==> src/rtl/fe_fifo_packer.sv <==
// ============================================================================
// Module   : fe_fifo_packer
// Purpose  : Formats front-end capture events into 18-bit storage-FIFO words
//            and buffers them in a small queue to ride out short FIFO-full
//            stalls. If an event has to be dropped, a sticky overflow-blocked
//            flag is raised so the capture stage stops.
// Optional : FE_PACKER_STATS_EN - adds a saturating dropped-entry counter on
//            O_drop_count and an internal high-water occupancy register.
//            When the macro is undefined, O_drop_count is tied to 0.
// Ports    : fe_clk              sole clock
//            reset_i             synchronous active-high reset
//            I_flush             clears the queue and the overflow state
//            I_wr                an entry is presented this cycle
//            I_command/I_time/I_data  entry fields
//            O_fifo_din          formatted word to the storage FIFO
//            O_fifo_wr_en        storage FIFO write strobe
//            I_fifo_full         storage FIFO full
//            I_fifo_almost_full  storage FIFO has at most one free slot
//            O_overflow_blocked  sticky drop flag
//            O_pending           internal queue not empty
//            O_drop_count        dropped-entry counter (statistics build)
// Revision : 1.0  initial release
// ============================================================================
`default_nettype none

`ifndef FE_FIFO_SHORTTIME_LEN
`define FE_FIFO_SHORTTIME_LEN 3
`endif
`ifndef FE_FIFO_CMD_TIME
`define FE_FIFO_CMD_TIME 2'b11
`endif

module fe_fifo_packer #(
  parameter int pTIMESTAMP_FULL_WIDTH  = 16,
  parameter int pTIMESTAMP_SHORT_WIDTH = `FE_FIFO_SHORTTIME_LEN,
  parameter int pQDEPTH                = 4
) (
  input  logic                             fe_clk,
  input  logic                             reset_i,
  input  logic                             I_flush,
  input  logic                             I_wr,
  input  logic [1:0]                       I_command,
  input  logic [pTIMESTAMP_FULL_WIDTH-1:0] I_time,
  input  logic [7:0]                       I_data,
  output logic [pTIMESTAMP_FULL_WIDTH+1:0] O_fifo_din,
  output logic                             O_fifo_wr_en,
  input  logic                             I_fifo_full,
  input  logic                             I_fifo_almost_full,
  output logic                             O_overflow_blocked,
  output logic                             O_pending,
  output logic [15:0]                      O_drop_count
);

  localparam int c_W   = pTIMESTAMP_FULL_WIDTH + 2;
  localparam int c_AW  = $clog2(pQDEPTH);
  localparam int c_PAD = pTIMESTAMP_FULL_WIDTH - pTIMESTAMP_SHORT_WIDTH - 8;

  typedef enum logic [0:0] {
    pS_RUN     = 1'b0,
    pS_BLOCKED = 1'b1
  } state_t;

  state_t                 state_q, state_d;
  logic [c_AW:0]          wr_ptr_q, wr_ptr_d;
  logic [c_AW:0]          rd_ptr_q, rd_ptr_d;
  logic [c_W-1:0]         din_q, din_d;
  logic                   wr_en_q, wr_en_d;
  logic                   pending_q, pending_d;
  logic [c_W-1:0]         mem_q [pQDEPTH];

  logic [pTIMESTAMP_SHORT_WIDTH-1:0] w_tshort;
  logic [c_W-1:0]         w_word;
  logic                   w_empty;
  logic                   w_full;
  logic                   w_pop_raw;
  logic                   w_pop;
  logic                   w_push;
  logic                   w_drop;
  logic [c_AW:0]          w_occ_next;

  // Word formatting; the short time field saturates once the timestamp no
  // longer fits in it.
  always_comb begin
    w_tshort = I_time[pTIMESTAMP_SHORT_WIDTH-1:0];
    if (|(I_time >> pTIMESTAMP_SHORT_WIDTH)) begin
      w_tshort = '1;
    end
    if (I_command == `FE_FIFO_CMD_TIME) begin
      w_word = {I_command, I_time};
    end else begin
      w_word = {I_command, w_tshort, {c_PAD{1'b0}}, I_data};
    end
  end

  // Queue control. The wrap bit in each pointer separates full from empty.
  always_comb begin
    w_empty   = (wr_ptr_q == rd_ptr_q);
    w_full    = (wr_ptr_q[c_AW] != rd_ptr_q[c_AW]) &&
                (wr_ptr_q[c_AW-1:0] == rd_ptr_q[c_AW-1:0]);
    // Hold off one cycle after a write when the FIFO has only one slot left,
    // since that write may be the one that fills it.
    w_pop_raw = !w_empty && !I_fifo_full && !(wr_en_q && I_fifo_almost_full);
    w_pop     = w_pop_raw && !I_flush;
    w_push    = I_wr && !I_flush && (state_q == pS_RUN) && (!w_full || w_pop_raw);
    w_drop    = I_wr && !I_flush && !w_push;
  end

  always_comb begin
    wr_ptr_d  = wr_ptr_q;
    rd_ptr_d  = rd_ptr_q;
    din_d     = din_q;
    wr_en_d   = 1'b0;
    state_d   = state_q;
    if (I_flush) begin
      wr_ptr_d = '0;
      rd_ptr_d = '0;
      state_d  = pS_RUN;
    end else begin
      if (w_push) begin
        wr_ptr_d = wr_ptr_q + 1'b1;
      end
      if (w_pop) begin
        rd_ptr_d = rd_ptr_q + 1'b1;
        din_d    = mem_q[rd_ptr_q[c_AW-1:0]];
        wr_en_d  = 1'b1;
      end
      if (w_drop) begin
        state_d = pS_BLOCKED;
      end
    end
    w_occ_next = wr_ptr_d - rd_ptr_d;
    pending_d  = (w_occ_next != '0);
  end

  always_ff @(posedge fe_clk) begin
    if (reset_i) begin
      state_q   <= pS_RUN;
      wr_ptr_q  <= '0;
      rd_ptr_q  <= '0;
      din_q     <= '0;
      wr_en_q   <= 1'b0;
      pending_q <= 1'b0;
    end else begin
      state_q   <= state_d;
      wr_ptr_q  <= wr_ptr_d;
      rd_ptr_q  <= rd_ptr_d;
      din_q     <= din_d;
      wr_en_q   <= wr_en_d;
      pending_q <= pending_d;
    end
  end

  // Queue storage needs no reset: an entry is only read after being written.
  always_ff @(posedge fe_clk) begin
    if (w_push) begin
      mem_q[wr_ptr_q[c_AW-1:0]] <= w_word;
    end
  end

`ifdef FE_PACKER_STATS_EN
  logic [15:0]   drop_count_q, drop_count_d;
  logic [c_AW:0] hiwater_q, hiwater_d;

  always_comb begin
    drop_count_d = drop_count_q;
    hiwater_d    = hiwater_q;
    if (I_flush) begin
      drop_count_d = '0;
      hiwater_d    = '0;
    end else begin
      if (w_drop && (drop_count_q != 16'hFFFF)) begin
        drop_count_d = drop_count_q + 16'd1;
      end
      if (w_occ_next > hiwater_q) begin
        hiwater_d = w_occ_next;
      end
    end
  end

  always_ff @(posedge fe_clk) begin
    if (reset_i) begin
      drop_count_q <= '0;
      hiwater_q    <= '0;
    end else begin
      drop_count_q <= drop_count_d;
      hiwater_q    <= hiwater_d;
    end
  end

  assign O_drop_count = drop_count_q;
`else
  assign O_drop_count = 16'd0;
`endif

  assign O_fifo_din         = din_q;
  assign O_fifo_wr_en       = wr_en_q;
  assign O_overflow_blocked = (state_q == pS_BLOCKED);
  assign O_pending          = pending_q;

endmodule

`default_nettype wire

==> config.mk <==
export PLATFORM = sky130hd
export DESIGN_NAME = fe_fifo_packer
export DESIGN_NICKNAME = d
export VERILOG_FILES = /design/src/rtl/fe_fifo_packer.sv
export SDC_FILE = /design/constraint.sdc
export NUM_CORES = 1
export LEC_CHECK = 0
export ABC_CLOCK_PERIOD_IN_PS = 2190
export BUFFER_PORTS_ARGS = -buffer_cell sky130_fd_sc_hd__clkbuf_2
export CORE_ASPECT_RATIO = 1.25
export CORE_MARGIN = 5
export CORE_UTILIZATION = 30
export CTS_BUF_LIST = sky130_fd_sc_hd__clkbuf_8
export DETAILED_ROUTE_END_ITERATION = 7
export GPL_TIMING_DRIVEN = 0
export MAX_ROUTING_LAYER = met4
export SYNTH_ARGS = -nofsm -noshare
export SYNTH_HDL_FRONTEND = slang
export SYNTH_SLANG_ARGS = --single-unit
==> constraint.sdc <==
create_clock -name fe_clk -period 2.19 [get_ports fe_clk]
set_input_delay 0.1095 -clock fe_clk [delete_from_list [all_inputs] [get_ports fe_clk]]
set_output_delay 0.1095 -clock fe_clk [all_outputs]
set_load 0.02 [all_outputs]
==> results.cfg <==
[run_status]
status = finished, final reports clean

[layout]
drive_above_1_share_pct = 40.7
post-route-cell-area_mm2 = 0.00500
diodes = 0
fin_cells = 519
area_growth_pct = 20.4
fin_nets = 378

[worst_setup_path]
worstSetupStartpoint = wr_ptr_q[1]
reg2reg_depth = 11
reg2reg_from = wr_ptr_q[1]
reg2reg_slack_ns = 0.003
path_buf_inv = 2
crit_required_ns = 2.41
path_cells = xor2_4 -> buf_4 -> o31ai_4 -> buf_4 -> xor2_2 -> nor2_1 -> ha_2 -> nor2b_4 -> xnor2_2 -> xnor2_1 -> a31oi_1
critPathKind = flop to flop
worst_ep_arrival_time_ns = 2.41
critPathTopFamily = XOR/XNOR gates
slowest_delay_ns = 0.37
critPathCapture = O_pending
r2r_end = O_pending
end_kind = flop
critPathLaunchType = flop
path_depth = 11
cpMaxStageDelayCell = dfxtp_4
worstPathMaxFanout = 4
critPathMostFrequentCell = buf_4

[synthesis]
yosysWarnings = 0
synth-async-reset-ratio_pct = 0
synth_area_mm2 = 0.00415
synth-edff-count = 72
synthXorXnorAreaFrac_pct = 1.84
synth.most_common_cell = edfxtp_1
synth_compound_area_share_pct = 3.20
synth_mux_area_share_pct = 16.5
synth_top_family_by_area = multiplexers
synth.top_cells.by_area = edfxtp_1, dfxtp_1, mux4_2
yosys.area.top_type = edfxtp_1
ys_top_cells_by_count = edfxtp_1, nor2_1, dfxtp_1
syn_avg_cell_area_um2 = 16.0
syn_inst = 259
yosysUniqueCellTypes = 39
synthDominantCellAreaShare_pct = 52.1
ys_ff_latch = 99
yosysSeqAreaShare_pct = 65.1
synthSimpleGateAreaFrac_pct = 6.66
ys.flop_type = edfxtp_1
synth-adder-area-share_pct = 2.11

[grt]
antenna_found_initial = 0
grt_pass1_vias = 2419
grt_max_degree = 20
grt_first_pass_wirelength_um = 12600
grt_usage_pct = 10.6
overflow = 0

[sta]
max_freq_mhz = 457
worstMarginPinSlew_ns = 0.708
setup_viol = 0
fin_crit_ns = 2.19
slew_headroom_pct = 52.4
rsz0062_at_grt = true
period_share_pct = 99.9
finClkSkew_ns = 0.00803
slew_viol_final = 0
hold_viol_final = 0

[placement]
place_area_mm2 = 0.00468
place_inst = 500
port_buffers = 51
hpwlAfterDp_um = 5790
gp_congestion = 0.701

[routing]
first_pass_iters = 4
drc = 0
wl_per_cell_um = 15.9
detail-route-antenna-nets = 0
vias_per_cell = 4.49
vias = 2332
wl_um = 8260
drtIter0Drc = 128

[floorplan]
core_area_mm2 = 0.0137
ioPinCount = 69
start_util_pct = 30.3
fp.dieH_um = 141
fp.dieW_um = 115
num_rows = 48
die-area_mm2 = 0.0163

[cts]
cts_buffer_depth = 2
root_buffer = clkbuf_8
cts_hold_buffers = 0
clk_pin_slew_ns = 0.09
cts_made_buffers = 9
numClockSinks = 99
cts.htree.levels = 3
cts_tree = done
clock_latency_ns = 0.35

[job]
drv_cap = 0

[worst_hold_path]
hold_path_class = primary input to flop
worstHoldPathCells = 3

[power]
leakagePower_nw = 1.79
p_per_area_mw_per_mm2 = 684
ir_drop_mv = 0.330
-- area by class of cell --
type / instances / area [um^2]
Multi-Input combinational cell: 145 / 1400
Tap cell: 175 / 219
Buffer: 24 / 160
Sequential cell: 99 / 2720
Inverter: 4 / 15.0
Clock inverter: 7 / 67.6
Fill cell: 1359 / 8700
Timing Repair Buffer: 56 / 293
Clock buffer: 9 / 124
-- worst min-delay path, delay by kind of cell --
kind            cells  cell delay [ns]
compound gates      1             0.07
buf+inv             1             0.10
simple gates        1             0.07
-- flip-flops by register name (all words and copies together) (netlist names) --
name                cells
rd_ptr_q                3
O_overflow_blocked      1
O_pending               1
wr_ptr_q                3
mem_q                  72
O_fifo_din             18
O_fifo_wr_en            1
-- metrics by stage --
stage               util (%)  setup slack, ns  TNS, ns  hold slack (ns)  total power [W]
floorplan                  -           0.0430        0            0.208          0.00224
global route            36.5           -0.178   -0.245           0.0420          0.00356
global placement        34.2           -0.417   -16.61            0.386          0.00232
detailed placement      34.2           -0.410   -19.42            0.396          0.00233
CTS                     35.6           -0.236   -0.236           0.0136          0.00346
finish                  36.5          0.00280        0           0.0392          0.00342
-- metal layers --
| layer | vias to the layer above | track usage [%] | share of wire [%] |
|---|---|---|---|
| li1 | 1111 | - | - |
| met1 | 1148 | 12.8 | 42 |
| met5 | - | - | 0 |
| met2 | 67 | 17.5 | 51 |
| met3 | 6 | 2.69 | 5.6 |
| met4 | 0 | 3.09 | 1.0 |
-- where the power goes --
part	internal, W	switching, W	total [W]
Sequential	0.00203	0.0000102	0.00204
Combinational	0.000105	0.000138	0.000242
Clock	0.000524	0.000607	0.00113
-- cells in the final DEF (no fill, tap or decap), types with 3 or more instances in the layout --
| master | count |
|---|---|
| a31oi_1 | 3 |
| mux4_2 | 18 |
| nor2_1 | 29 |
| mux2_2 | 8 |
| conb_1 | 16 |
| ha_1 | 5 |
| clkbuf_1 | 3 |
| dfxtp_1 | 23 |
| buf_4 | 23 |
| and3_1 | 5 |
| nand2_1 | 3 |
| clkbuf_2 | 51 |
| clkbuf_8 | 9 |
| dfxtp_4 | 3 |
| and2_2 | 4 |
| o22a_1 | 3 |
| mux2i_1 | 19 |
| edfxtp_1 | 72 |
| inv_1 | 4 |
-- cell families after synthesis --
kind of cell / Yosys count
AND/OR/NAND/NOR: 54
AO/OA/AOI/OAI: 16
buffers and inverters: 30
adder cells (fa/ha/maj): 7
XOR/XNOR: 7
other: 1
flip-flops: 99
multiplexers: 45
-- worst min path at each step --
| stage | from | end | slack [ns] |
|---|---|---|---|
| after floorplan | I_command[0] | mem_q[0][16] | 0.21 |
| after global placement | I_wr | O_overflow_blocked | 0.39 |
| after detailed placement | I_wr | O_overflow_blocked | 0.40 |
| after CTS | I_wr | O_overflow_blocked | 0.01 |
| after global routing | I_wr | O_overflow_blocked | 0.04 |
| final | I_wr | O_overflow_blocked | 0.04 |
-- what timing repair did --
| action | in CTS | in global routing |
|---|---|---|
| setup buffers | 0 | 5 |
| endpoints found under the hold margin | 0 | 0 |
| gates resized for setup | 4 | 19 |
| endpoints found under the setup margin | 73 | 73 |
| pin swaps | 0 | 12 |
(Power assumes the default switching activity.)
